### src/rtl/adc_responder_pkg.sv
// Shared types and constants for the LTC2308-style ADC responder:
// FSM states, config word bit positions and the channel map.
package adc_pkg;

   typedef enum logic [2:0] {
      ST_IDLE,
      ST_CONVERT,
      ST_READY,
      ST_SHIFT,
      ST_DONE
   } state_t;

   localparam int CFG_SD  = 5;
   localparam int CFG_OS  = 4;
   localparam int CFG_S1  = 3;
   localparam int CFG_S0  = 2;
   localparam int CFG_UNI = 1;
   localparam int CFG_SLP = 0;

   // CH0, single-ended, unipolar, awake
   localparam logic [5:0] CFG_RESET = 6'b100010;

   // Odd/sign bit is the LSB of the channel number, select bits above it
   function automatic logic [2:0] chan_index(input logic [5:0] cfg);
      return {cfg[CFG_S1], cfg[CFG_S0], cfg[CFG_OS]};
   endfunction

endpackage

### src/rtl/adc_responder_if.sv
// Serial link between the FPGA-side ADC master and this converter model.
interface adc_responder_if;
   logic ADC_CONVST;
   logic ADC_SCK;
   logic ADC_SDI;
   logic ADC_SDO;

   modport master (output ADC_CONVST, output ADC_SCK, output ADC_SDI, input ADC_SDO);
   modport slave  (input ADC_CONVST, input ADC_SCK, input ADC_SDI, output ADC_SDO);
endinterface

### src/rtl/adc_responder_edge_sync.sv
// Multi-flop synchronizer for an asynchronous pin with rise/fall detection
// on the synchronized level.
module edge_sync #(
   parameter int SYNC_STAGES = 2
) (
   input  logic clock,
   input  logic rst_n,
   input  logic din,
   output logic level,
   output logic rise,
   output logic fall
);

   logic [SYNC_STAGES-1:0] sync_q;
   logic                   prev_q;

   // NOTE: every flop here, including the synchronizer chain, gets the async reset.
   always_ff @(posedge clock or negedge rst_n) begin
      if (!rst_n) begin
         sync_q <= '0;
         prev_q <= 1'b0;
      end else begin
         sync_q <= {sync_q[SYNC_STAGES-2:0], din};
         prev_q <= sync_q[SYNC_STAGES-1];
      end
   end

   assign level = sync_q[SYNC_STAGES-1];
   assign rise  = level & ~prev_q;
   assign fall  = ~level & prev_q;

endmodule

### src/rtl/adc_responder.sv
// Converter end of the LTC2308-style serial link: sample-and-hold on CONVST,
// fixed conversion time, result out on SDO and a one-frame config pipeline on SDI.
module adc_responder
   import adc_pkg::*;
#(
   parameter int CONV_CYCLES = 80,
   parameter int DATA_BITS   = 12,
   parameter int CFG_BITS    = 6,
   parameter int SYNC_STAGES = 2
) (
   input  logic                     clock,
   input  logic                     rst_n,
   adc_responder_if.slave           adc,
   input  logic [8*DATA_BITS-1:0]   sample_data,
   output logic                     busy,
   output logic [CFG_BITS-1:0]      active_cfg,
   output logic                     cfg_err,
   output logic [15:0]              conv_count
);

   localparam int CNT_W  = $clog2(CONV_CYCLES);
   localparam int BIT_W  = $clog2(DATA_BITS);
   localparam int RISE_W = $clog2(CFG_BITS + 1);
   localparam logic [DATA_BITS-1:0] OFFSET = {1'b1, {(DATA_BITS-1){1'b0}}};

   logic convst_rise, sck_rise, sck_fall, sdi_level;

   edge_sync #(.SYNC_STAGES(SYNC_STAGES)) u_convst (
      .clock(clock), .rst_n(rst_n), .din(adc.ADC_CONVST),
      .level(), .rise(convst_rise), .fall()
   );
   edge_sync #(.SYNC_STAGES(SYNC_STAGES)) u_sck (
      .clock(clock), .rst_n(rst_n), .din(adc.ADC_SCK),
      .level(), .rise(sck_rise), .fall(sck_fall)
   );
   edge_sync #(.SYNC_STAGES(SYNC_STAGES)) u_sdi (
      .clock(clock), .rst_n(rst_n), .din(adc.ADC_SDI),
      .level(sdi_level), .rise(), .fall()
   );

   state_t                 state_q, state_d;
   logic [CNT_W-1:0]       cnt_q;
   logic [BIT_W-1:0]       bit_q;
   logic [RISE_W-1:0]      rise_q;
   logic [DATA_BITS-1:0]   hold_q, shreg_q, result;
   logic [CFG_BITS-1:0]    pending_cfg, cfg_sr_q;
   logic                   sdo_q;
   logic                   start_conv, enter_ready, shift_out, end_frame, cfg_take;

   always_ff @(posedge clock or negedge rst_n) begin
      if (!rst_n) state_q <= ST_IDLE;
      else        state_q <= state_d;
   end

   // NOTE: every output of this block gets a default first, so no path infers a latch.
   always_comb begin
      state_d     = state_q;
      start_conv  = 1'b0;
      enter_ready = 1'b0;
      shift_out   = 1'b0;
      end_frame   = 1'b0;
      case (state_q)
         ST_CONVERT: begin
            if (cnt_q == CNT_W'(CONV_CYCLES - 1)) begin
               state_d     = ST_READY;
               enter_ready = 1'b1;
            end
         end
         ST_READY: begin
            if (convst_rise) begin
               state_d    = ST_CONVERT;
               start_conv = 1'b1;
            end else if (sck_fall) begin
               state_d   = ST_SHIFT;
               shift_out = 1'b1;
            end
         end
         ST_SHIFT: begin
            if (convst_rise) begin
               state_d    = ST_CONVERT;
               start_conv = 1'b1;
            end else if (sck_fall) begin
               if (bit_q == BIT_W'(DATA_BITS - 1)) begin
                  state_d   = ST_DONE;
                  end_frame = 1'b1;
               end else begin
                  shift_out = 1'b1;
               end
            end
         end
         default: begin
            if (convst_rise) begin
               state_d    = ST_CONVERT;
               start_conv = 1'b1;
            end
         end
      endcase
   end

   always_comb begin
      result = hold_q;
      if (!active_cfg[CFG_UNI]) result = hold_q ^ OFFSET;
      if (!active_cfg[CFG_SD])  result = '0;
   end

   // SDI is only listened to during the data phase of a frame, and only for the first word
   assign cfg_take = sck_rise && !start_conv && (rise_q < RISE_W'(CFG_BITS)) &&
                     (state_q == ST_READY || state_q == ST_SHIFT);

   always_ff @(posedge clock or negedge rst_n) begin
      if (!rst_n) begin
         cnt_q       <= '0;
         bit_q       <= '0;
         rise_q      <= '0;
         hold_q      <= '0;
         shreg_q     <= '0;
         cfg_sr_q    <= '0;
         sdo_q       <= 1'b0;
         active_cfg  <= CFG_RESET;
         pending_cfg <= CFG_RESET;
         cfg_err     <= 1'b0;
         conv_count  <= '0;
      end else begin
         cfg_err <= 1'b0;
         if (start_conv) begin
            active_cfg <= pending_cfg;
            hold_q     <= sample_data[chan_index(pending_cfg)*DATA_BITS +: DATA_BITS];
            cnt_q      <= '0;
            bit_q      <= '0;
            rise_q     <= '0;
            sdo_q      <= 1'b0;
         end else if (state_q == ST_CONVERT) begin
            cnt_q <= cnt_q + 1'b1;
         end
         if (enter_ready) begin
            shreg_q <= result;
            sdo_q   <= result[DATA_BITS-1];
         end
         if (shift_out) begin
            shreg_q <= shreg_q << 1;
            sdo_q   <= shreg_q[DATA_BITS-2];
            bit_q   <= bit_q + 1'b1;
         end
         if (end_frame) begin
            sdo_q      <= 1'b0;
            conv_count <= conv_count + 16'd1;
         end
         if (cfg_take) begin
            cfg_sr_q <= {cfg_sr_q[CFG_BITS-2:0], sdi_level};
            rise_q   <= rise_q + 1'b1;
            if (rise_q == RISE_W'(CFG_BITS - 1)) begin
               pending_cfg <= {cfg_sr_q[CFG_BITS-2:0], sdi_level};
               cfg_err     <= ~cfg_sr_q[CFG_BITS-2];
            end
         end
      end
   end

   assign busy        = (state_q == ST_CONVERT);
   assign adc.ADC_SDO = sdo_q;

endmodule

### src/flat_wrapper.sv
// flat-port wrapper written by rule: the top's interface ports become plain ports
module adc_responder_flat import adc_pkg::*;
#(
   parameter int CONV_CYCLES = 80,
   parameter int DATA_BITS   = 12,
   parameter int CFG_BITS    = 6,
   parameter int SYNC_STAGES = 2
)
  (clock, rst_n, sample_data, busy, active_cfg, cfg_err, conv_count, adc_ADC_CONVST, adc_ADC_SCK, adc_ADC_SDI, adc_ADC_SDO);
  adc_responder_if adc_i ();
  input  logic clock;
  input  logic rst_n;
  input  logic [8*DATA_BITS-1:0] sample_data;
  output logic busy;
  output logic [CFG_BITS-1:0] active_cfg;
  output logic cfg_err;
  output logic [15:0] conv_count;
  input wire logic [$bits(adc_i.ADC_CONVST)-1:0] adc_ADC_CONVST;
  input wire logic [$bits(adc_i.ADC_SCK)-1:0] adc_ADC_SCK;
  input wire logic [$bits(adc_i.ADC_SDI)-1:0] adc_ADC_SDI;
  output wire logic [$bits(adc_i.ADC_SDO)-1:0] adc_ADC_SDO;
  assign adc_i.ADC_CONVST = adc_ADC_CONVST;
  assign adc_i.ADC_SCK = adc_ADC_SCK;
  assign adc_i.ADC_SDI = adc_ADC_SDI;
  assign adc_ADC_SDO = adc_i.ADC_SDO;
  adc_responder #(.CONV_CYCLES(CONV_CYCLES), .DATA_BITS(DATA_BITS), .CFG_BITS(CFG_BITS), .SYNC_STAGES(SYNC_STAGES)) u_core (.clock(clock), .rst_n(rst_n), .adc(adc_i), .sample_data(sample_data), .busy(busy), .active_cfg(active_cfg), .cfg_err(cfg_err), .conv_count(conv_count));
endmodule
### config.mk
export PLATFORM = sky130hd
export DESIGN_NAME = adc_responder_flat
export DESIGN_NICKNAME = d
export VERILOG_FILES = /design/src/rtl/adc_responder_pkg.sv /design/src/rtl/adc_responder_if.sv /design/src/rtl/adc_responder_edge_sync.sv /design/src/rtl/adc_responder.sv /design/src/flat_wrapper.sv
export SDC_FILE = /design/constraint.sdc
export NUM_CORES = 1
export LEC_CHECK = 0
export CELL_PAD_IN_SITES_DETAIL_PLACEMENT = 1
export CELL_PAD_IN_SITES_GLOBAL_PLACEMENT = 2
export CORE_ASPECT_RATIO = 0.5
export CORE_MARGIN = 5
export CORE_UTILIZATION = 30
export DETAILED_ROUTE_END_ITERATION = 7
export HOLD_SLACK_MARGIN = 0.1
export PLACE_DENSITY = 0.91
export SLEW_MARGIN = 20
export SYNTH_ARGS = -nofsm -noshare
export SYNTH_HDL_FRONTEND = slang
export SYNTH_SLANG_ARGS = --single-unit
### constraint.sdc
create_clock -name clock -period 2.46 [get_ports clock]
set_clock_uncertainty 0.1 [all_clocks]
set_input_delay 0.246 -clock clock [delete_from_list [all_inputs] [get_ports clock]]
set_output_delay 0.246 -clock clock [all_outputs]
set_load 0.1 [all_outputs]
### After elaboration in Yosys (flattened, before gate mapping)

Cells that the tools add are included.

| word-level totals | value |
|---|---|
| register bits after elaboration | 83 |
| bits of input ports | 101 |
| word-level logic and storage cells | 93 |

| operators by class | value |
|---|---|
| $add $sub $neg | 4 |
| $mul | 1 |
| order comparisons | 1 |
| equal/unequal tests | 10 |
| shifts and indexed selects | 1 |
| mux-type cells | 38 |
| bitwise operators | 8 |
| reduce and logical (&&, ||, !) cells | 13 |

Operators with widths:

| kind | number |
|---|---|
| $shiftx 96x8->12 | 1 |
| $mux 3 | 9 |
| $mux 12 | 2 |
| $mux 11 | 2 |
| $mux 1 | 19 |
| $add 16x1->16 const B | 1 |
| $mux 7 | 2 |
| $ne 3x1->1 const B | 3 |
| $pmux 3 s3 | 1 |
| $mux 4 | 2 |
| $reduce_bool 2->1 | 4 |
| $reduce_bool 4->1 | 2 |
| $add 7x1->7 const B | 1 |
| $eq 7x7->1 const B | 1 |
| $eq 3x2->1 const B | 2 |
| $mul 3x2->5 const B | 1 |
| $not 1->1 | 5 |
| $reduce_and 5->1 | 1 |
| $add 4x1->4 const B | 1 |
| $eq 4x4->1 const B | 1 |
| $add 3x1->3 const B | 1 |
| $and 1x1->1 | 3 |
| $eq 3x1->1 const B | 1 |
| $eq 3x3->1 const B | 1 |
| 7 further kinds | 9 |

### Longest topological paths before layout

Gate-level depths: netlist of run 1.

| depth | value |
|---|---|
| word-level depth | 9 |
| gate-level depth with buffers | 7 |
| mapped depth without buffers | 5 |

### By module

Synthesis of run 1 repeated with hierarchy kept, for this count alone.

| second synthesis, totals | value |
|---|---|
| cells, all modules | 366 |
| area, all modules | 4185.3 µm² |

Modules (own cells, without submodules):

| module | instances | cells an instance | area each (µm²) | sequential area each (µm²) |
|---|---|---|---|---|
| adc_responder | 1 | 351 | 3915.0 | 1881.8 |
| edge_sync | 3 | 5 | 90.1 | 75.1 |

### Least setup slack after synthesis of run 1

No wires, ideal clock.

| timing | value |
|---|---|
| path type | reg-to-reg |
| from | reg u_core.conv_count[0] |
| to | reg u_core.conv_count[10] |
| library setup time | 163 ps |
| arrival | 2076 ps |
| required time | 2197 ps |
| setup slack | 121 ps |
| cell stages (with the launch flop) | 7 |
| period minus slack after synthesis | 2339 ps |
| path through | dfrtp_1 ha_1 nand3_1 or4_1 buf_2 nor3_2 xor2_1 |

| on the way | value |
|---|---|
| cells in the longest elaborated chain, start to end | 1 |

Ends and longest elaborated chain:

| what | RTL line | source |
|---|---|---|
| start, declared | adc_responder.sv:18 | `output logic [15:0] conv_count` |
| start signal, assigned | adc_responder.sv:146 | `conv_count <= conv_count + 16'd1;` |
| $add 16x1->16 | adc_responder.sv:146 |  |

Every way passes these cells.
A chain may end at the register's enable or synchronous reset.

### Worst setup path in the final report of run 1

| timing | value |
|---|---|
| from | reg u_core.state_q[2] |
| to | reg u_core.pending_cfg[0] |

| on the way | value |
|---|---|
| cells in the longest elaborated chain, start to end | 7 |
| elaborated cells on any way between the ends | 10 |

Ends and longest elaborated chain:

| what | RTL line | source |
|---|---|---|
| start, declared | adc_responder.sv:41 | `state_t state_q, state_d;` |
| start signal, assigned | adc_responder.sv:52 | `else state_q <= state_d;` |
| $eq 3x1->1 | adc_responder.sv:62 | `case (state_q)` |
| $mux 1 | n/a |  |
| $logic_not 1->1 | adc_responder.sv:107 | `assign cfg_take = sck_rise && !start_conv && (rise_q < RISE_W'(CFG_BITS)) &&` |
| $logic_and 1x1->1 (2 in series) | adc_responder.sv:107 |  |
| $logic_and 1x1->1 (*) | adc_responder.sv:107 |  |
| $reduce_and 2->1 (no line) (*) | n/a |  |
| end signal, assigned | adc_responder.sv:152 | `pending_cfg <= {cfg_sr_q[CFG_BITS-2:0], sdi_level};` |
| end, declared | adc_responder.sv:46 | `logic [CFG_BITS-1:0] pending_cfg, cfg_sr_q;` |

Mark *: on every way between the ends. The rest lies on a longest branch, timed or not.

==> implementation parameters, run 1 <==
Parameter                              Value

Status
  Result of the run    complete, no violations

Place
  Total of buffers placed on input and output ports    125
  Post-detailed-placement cell area    0.00567 sq mm
  Global placer's final weighted congestion    0.732
  Total half-perimeter wirelength after legalization and detailed placement    9120 um
  Pre-CTS setup slack    0.343 ns

STA
  Crit share post-route    86.3%
  Clock period minus worst slack    2.12 ns
  Achievable frequency    471 MHz
  Number of pins with negative max-slew slack in the final report    0
  Min setup slack post-route    0.338 ns
  Setup TNS    0 ns
  Hold Violations, Final    0
  Least-Margin Pin Slew    0.760 ns
  Slew HR    49.3%
  Final setup violating endpoints    0
  Unrepaired setup endpoints after global routing    no

Clock tree
  Number of H-tree levels    3
  Number of gates resized after cts    0
  Number of buffers inserted during clock tree synthesis    9
  Clock Tree Root    sky130_fd_sc_hd__clkbuf_16
  Number of sinks driven by the clock tree    83
  Post-CTS repair timing setup buffer count    0
  Max Buffers Root-to-Sink    2
  Clock latency reported for the late side of the worst-skew pair    0.35 ns
  Clock-pin slew of the registers on the worst-case setup and hold paths    0.07 ns
  TritonCTS clock tree    done
  Number of hold-repair buffers added at the cts stage    1

Finish
  Layout area overhead    43.5%
  FILL cells    1,456
  Most common cell after layout, fill and taps aside    sky130_fd_sc_hd__clkdlybuf4s50_1
  Area used by sequential logic in the layout    0.00208 sq mm
  Antenna Diode Count    0
  Non-Filler Cell Area, Final    0.00603 sq mm
  Area occupied by multi-input gates    0.00201 sq mm
  Leading cell types in the layout, fill and taps excluded    99 x sky130_fd_sc_hd__clkdlybuf4s50_1, 79 x sky130_fd_sc_hd__dfrtp_1, 57 x sky130_fd_sc_hd__nand2_1
  Number of nets at the end of the flow    604
  Layout cell share with drive strength beyond 1    20.7%

Synthesis
  Leading register cell type out of synthesis    sky130_fd_sc_hd__dfrtp_1
  Ys async rst share    100%
  Per-instance average area after synthesis    11.4 sq um
  Number of synthesized flops with an enable pin    0
  Total of flip-flops plus latches after synthesis    83
  Area share of the largest cell type after synthesis    47.0%
  YS warnings    0
  Mapped Nets    476
  Sequential element share of the synthesized area    49.5%
  Largest cells by area after synthesis    sky130_fd_sc_hd__dfrtp_1 47%, sky130_fd_sc_hd__mux4_2 13%, sky130_fd_sc_hd__nand2_1 5.1%
  Post-synthesis cell type with the largest combined area    sky130_fd_sc_hd__dfrtp_1
  Mapped Cells    370
  Post-Synthesis Cell Area    0.00420 sq mm
  Number of distinct standard cells referenced by the synthesized netlist    44

GRT
  GR Layer Usage met3    5.43%
  Antenna violations before repair    0
  Met1 Track Usage GR    18.6%
  Largest net degree at the start of global routing    49
  Overall track demand over capacity in global routing    15.2%
  Total grt overflow    0
  Vias in the first global route    3,844
  Grt met2 use    26.0%
  Most Used Layer, Global Route    met2
  First-pass GRT wire length    19,800 um

Critical path
  Critical Path End Type    register
  Reg2Reg Setup Slack    0.34 ns
  Startpoint of the lowest-slack register-to-register path    u_core.state_q[2]$_DFFE_PN0P_
  Critical path class    register to register
  Worst EP required    2.59 ns
  Critical path peak fanout    9
  Worst-case reg-to-reg path depth    5
  Worst flop-to-flop path endpoint    u_core.pending_cfg[0]$_DFFE_PN0P_
  Arr. time, crit path    2.25 ns
  Element type at the critical path start    register

Die
  Die H    93.7 um
  Starting density of the core    30.8%
  Die ar.    0.0166 sq mm
  Number of rows created at floorplan    30
  X dimension of the die    177 um
  Core Area    0.0136 sq mm
  IO Pins    126

Route
  Count of nets left with antenna violations after detail routing    0
  Number of design rule violations left after detail routing    0
  Wirelength, routed    11,900 um
  Overall via count from detail_route    3,374
  Post-detailed-route via-to-cell ratio    4.85
  DRT iter0 DRCs    112
  DR WL/cell    17.2 um
  DRT Pass-1 Iters    7

Min path
  Number of cells on the worst hold path    1
  Startpoint of the worst hold path    adc_ADC_CONVST
  Tightest Hold Check Type    primary input to register
  Hold worst-path end    u_core.u_convst.sync_q[0]$_DFF_PN0_

Power and ir drop
  Cell area power density    610 mW/mm^2
  Maximum ir drop on the vdd rail    0.407 mV
  Leakage component of the power    2.61 nW

Job
  Max-capacitance violation count    0
==> critical path, stage by stage, from the launching register on <==
cell                       delay (ns)
sky130_fd_sc_hd__dfrtp_1         0.43
sky130_fd_sc_hd__or3b_1          0.54
sky130_fd_sc_hd__clkinv_2        0.19
sky130_fd_sc_hd__nor2_1          0.13
sky130_fd_sc_hd__nor2_4          0.24
sky130_fd_sc_hd__mux2_2          0.37
==> cells in the mapped netlist (all sizes together) (2+ instances only) <==
library cell,instances
clkbuf,11
nor3,17
a21oi,7
a31oi,7
xnor2,11
dfstp,4
o21ai,22
nand4,8
nand3,20
and4bb,2
buf,10
ha,5
and3,6
xor2,6
and4b,2
mux2i,13
mux2,13
mux4,24
nand2,57
inv,4
nor2,23
dfrtp,79
==> where the power goes <==
| group | total [mW] | switching (mW) | internal, mW |
|---|---|---|---|
| Combinational | 0.473 | 0.196 | 0.277 |
| Sequential | 1.60 | 0.107 | 1.49 |
| Clock | 1.61 | 0.596 | 1.01 |
==> cell families after synthesis <==
logic type	count (synthesis)	synth area share, %
AOI/OAI and AO/OA	44	6.10
buffers and inverters	26	2.62
adders and majority gates	5	1.49
muxes	50	19.4
and+or+nand+nor	145	17.3
xor gates and xnor gates	17	3.54
DFF	83	49.5
==> metal layers <==
layer	up-vias	share of wire (%)
met5	-	0
met4	0	0.91
met3	10	6.1
met2	86	49
met1	1681	44
li1	1597	-
==> stage by stage <==
stage / utilization (%) / power, mW / std cells / hold slack, ns
floorplan: - / 1.82 / 370 / -0.150
global placement: 41.6 / 2.08 / 678 / 0.140
detailed placement: 41.6 / 2.10 / 678 / 0.148
CTS: 44.3 / 3.72 / 695 / 0.230
global route: 44.3 / 3.86 / 695 / 0.223
finish: 44.3 / 3.68 / 695 / 0.240
==> layout make-up <==
class                           count  share of cell area, %
Sequential cell                    83                   34.5
Multi-Input combinational cell    261                   33.3
Timing Repair Buffer              138                   22.0
Tap cell                          192                   3.98
Clock buffer                        9                   3.74
Clock inverter                      7                   2.12
Inverter                            5                  0.332
==> worst max-delay path by stage <==
stage	from	cells past startpoint	end
2_1_floorplan	u_core.conv_count[0]$_DFFE_PN0P_	6	u_core.conv_count[10]$_DFFE_PN0P_
3_3_place_gp	u_core.state_q[2]$_DFFE_PN0P_	5	u_core.pending_cfg[2]$_DFFE_PN0P_
3_5_place_dp	u_core.state_q[2]$_DFFE_PN0P_	5	u_core.pending_cfg[0]$_DFFE_PN0P_
4_1_cts	u_core.state_q[2]$_DFFE_PN0P_	5	u_core.pending_cfg[0]$_DFFE_PN0P_
5_1_grt	u_core.bit_q[0]$_DFFE_PN0P_	5	u_core.conv_count[8]$_DFFE_PN0P_
6_report	u_core.state_q[2]$_DFFE_PN0P_	5	u_core.pending_cfg[0]$_DFFE_PN0P_
==> registers in the layout (all words and copies together) (netlist names) <==
register                flops
u_core.cfg_sr_q             5
u_core.hold_q              12
u_core.adc.ADC_SDO          1
u_core.u_sck.prev_q         1
u_core.active_cfg           6
u_core.u_convst.prev_q      1
u_core.conv_count          16
u_core.cfg_err              1
u_core.state_q              3
u_core.pending_cfg          6
u_core.shreg_q             11
u_core.u_convst.sync_q      2
u_core.rise_q               3
u_core.u_sdi.sync_q         2
u_core.bit_q                4
u_core.u_sck.sync_q         2
u_core.cnt_q                7
(Power assumes the default switching activity.)
==> run 2: changes to the inputs <==
CORE_MARGIN = 3   (was 5)
==> implementation parameters, run 2 (synthesis results as in run 1) <==
Parameter                              Value

GRT
  Largest net degree at the start of global routing    48 (-2.0%)
  Vias in the first global route    3,817 (-0.70%)
  Antenna violations before repair    0 (unchanged)
  Overall track demand over capacity in global routing    15.5% (+0.32 points)
  First-pass GRT wire length    19,400 um (-2.2%)
  Total grt overflow    0 (unchanged)

Power and ir drop
  Overall power of the completed layout    3.54 mW (-3.7%)
  Cell area power density    591 mW/mm^2 (-3.1%)
  Leakage component of the power    2.60 nW (-0.61%)
  Maximum ir drop on the vdd rail    0.340 mV (-17%)

Clock tree
  Number of H-tree levels    3 (unchanged)
  Number of gates resized after cts    0 (unchanged)
  Number of buffers inserted during clock tree synthesis    9 (unchanged)
  Post-CTS repair timing setup buffer count    0 (unchanged)
  Max Buffers Root-to-Sink    2 (unchanged)
  Clock Tree Root    sky130_fd_sc_hd__clkbuf_16
  TritonCTS clock tree    done
  Number of sinks driven by the clock tree    83 (unchanged)
  Number of hold-repair buffers added at the cts stage    1 (unchanged)
  Clock-pin slew of the registers on the worst-case setup and hold paths    0.06 ns (about the same)
  Clock latency reported for the late side of the worst-skew pair    0.33 ns (-0.02 ns)

Finish
  Number of nets at the end of the flow    604 (unchanged)
  Antenna Diode Count    0 (unchanged)
  Area used by sequential logic in the layout    0.00208 sq mm (unchanged)
  Largest register FFs    16 (unchanged)
  Largest register by flop count    u_core.conv_count
  FILL cells    1,426 (-2.1%)
  Area occupied by multi-input gates    0.00201 sq mm (unchanged)
  Post-layout instance count excluding filler cells    689 (-0.86%)
  Layout cell share with drive strength beyond 1    20.1% (-0.60 points)
  Non-Filler Cell Area, Final    0.00599 sq mm (-0.60%)
  Layout area overhead    42.6%
  Leading cell types in the layout, fill and taps excluded    99 x sky130_fd_sc_hd__clkdlybuf4s50_1, 79 x sky130_fd_sc_hd__dfrtp_1, 57 x sky130_fd_sc_hd__nand2_1
  Largest regs    u_core.conv_count: 16 flops, u_core.hold_q: 12 flops, u_core.shreg_q: 11 flops
  Most common cell after layout, fill and taps aside    sky130_fd_sc_hd__clkdlybuf4s50_1

Die
  Die H    89.7 um (-4.3%)
  Core Area    0.0132 sq mm (-3.3%)
  Number of rows created at floorplan    29 (-3.3%)
  Die ar.    0.0156 sq mm (-6.4%)
  Starting density of the core    31.9% (+1.1 points)
  IO Pins    126 (unchanged)
  X dimension of the die    173 um (-2.3%)

Place
  Pre-CTS setup slack    0.371 ns (+0.0285 ns)
  Total of buffers placed on input and output ports    125 (unchanged)
  Cell Count Post-Placement    672 (-0.88%)
  Total half-perimeter wirelength after legalization and detailed placement    8750 um (-4.1%)
  Global placer's final weighted congestion    0.760 (+3.8%)
  Post-detailed-placement cell area    0.00566 sq mm (-0.13%)

Min path
  Tightest Hold Check Type    register to register
  Startpoint of the worst hold path    u_core.u_sdi.sync_q[0]$_DFF_PN0_

STA
  Least-Margin Pin Slew    0.632 ns (-0.129 ns)
  Min setup slack post-route    0.362 ns (+0.0246 ns)
  Hold Violations, Final    0 (unchanged)
  Achievable frequency    477 MHz (+1.2%)
  Crit share post-route    85.3% (-1.0 points)
  Clock period minus worst slack    2.10 ns (-0.0246 ns)
  Setup TNS    0 ns (unchanged)
  Slew HR    57.9% (+8.6 points)
  Number of pins with negative max-slew slack in the final report    0 (unchanged)
  Final setup violating endpoints    0 (unchanged)
  Unrepaired setup endpoints after global routing    no

Critical path
  Ordered list of cells on the worst path    ha_1 -> nand4b_1 -> or4_1 -> nor3_2 -> xor2_1
  Buf/Inv on CP    0 (-1)
  Startpoint of the lowest-slack register-to-register path    u_core.bit_q[0]$_DFFE_PN0P_
  Gate family responsible for the most delay along the worst path    simple AND/OR/NAND/NOR gates
  Critical Path End Type    register
  Worst setup path startpoint    u_core.bit_q[0]$_DFFE_PN0P_
  Worst EP required    2.62 ns (+0.03 ns)
  CP peak stage delay    0.69 ns (+0.15 ns)
  Max stage delay cell, worst path    sky130_fd_sc_hd__or4_1
  Arr. time, crit path    2.25 ns (about the same)
  Critical path class    register to register
  Element type at the critical path start    register
  Critical path peak fanout    6 (-3)

Status
  Result of the run    complete, no violations

Route
  DR WL/cell    17.0 um (-0.78%)
  DRT iter0 DRCs    144 (+29%)
  Overall via count from detail_route    3,414 (+1.2%)
  DRT Pass-1 Iters    4 (-3)
  Wirelength, routed    11,700 um (-1.6%)
  Post-detailed-route via-to-cell ratio    4.96 (+2.1%)
  Count of nets left with antenna violations after detail routing    0 (unchanged)
  Number of design rule violations left after detail routing    0 (unchanged)

Job
  Max-capacitance violation count    0 (unchanged)
## run 2: cell count changes in the layout (fill, tap and decap cells not counted)
cell / previous run / this run
sky130_fd_sc_hd__inv_8: 1 / 0
sky130_fd_sc_hd__bufinv_16: 3 / 2
sky130_fd_sc_hd__clkbuf_8: 0 / 2
sky130_fd_sc_hd__inv_6: 3 / 0
sky130_fd_sc_hd__clkbuf_1: 0 / 3
## run 2: power breakdown
part | switching [mW] | total (mW) | internal, mW
combinational | 0.202 | 0.478 | 0.276
clock | 0.519 | 1.46 | 0.946
sequential | 0.106 | 1.60 | 1.49
## run 2: final cells by class
class | count | area share (%)
sequential | 83 | 34.7
clock inverter | 2 | 1.00
clock buffer | 14 | 4.41
tap | 186 | 3.88
timing repair buffer | 138 | 22.1
inverter | 5 | 0.334
multi-input combinational | 261 | 33.5
## run 2: final timing paths
| check | slack [ns] | cells after the start | to |
|---|---|---|---|
| max in group asynchronous | 1.20 | 3 | u_core.pending_cfg[1]$_DFFE_PN1P_ |
| setup / recovery | 0.36 | 5 | u_core.conv_count[14]$_DFFE_PN0P_ |
| hold / removal | 0.25 | 0 | u_core.u_sdi.sync_q[1]$_DFF_PN0_ |
| setup reg to reg | 0.36 | 5 | u_core.conv_count[14]$_DFFE_PN0P_ |
| hold reg to reg | 0.25 | 0 | u_core.u_sdi.sync_q[1]$_DFF_PN0_ |
| min in group asynchronous | 0.38 | 2 | u_core.active_cfg[2]$_DFFE_PN0P_ |
## run 2: worst reg2reg max path, stage by stage, from the launching register on
cell and delay, ns:
sky130_fd_sc_hd__dfrtp_1 0.41, sky130_fd_sc_hd__ha_1 0.24, sky130_fd_sc_hd__nand4b_1 0.23, sky130_fd_sc_hd__or4_1 0.69, sky130_fd_sc_hd__nor3_2 0.18, sky130_fd_sc_hd__xor2_1 0.18
## run 2: metrics by stage
step                      hold slack, ns  utilization [%]
after global placement             0.202             43.0
after floorplan                   -0.150                -
final                              0.250             45.5
after CTS                          0.245             45.5
after global routing               0.243             45.5
after detailed placement           0.225             43.0
## run 2: layer usage
layer | share of wire, % | up-vias | GRT usage, %
met5 | 0 | - | 0
li1 | - | 1597 | -
met1 | 46 | 1726 | 19.7
met2 | 47 | 82 | 26.8
met4 | 0.99 | 0 | 3.97
met3 | 5.5 | 9 | 4.28
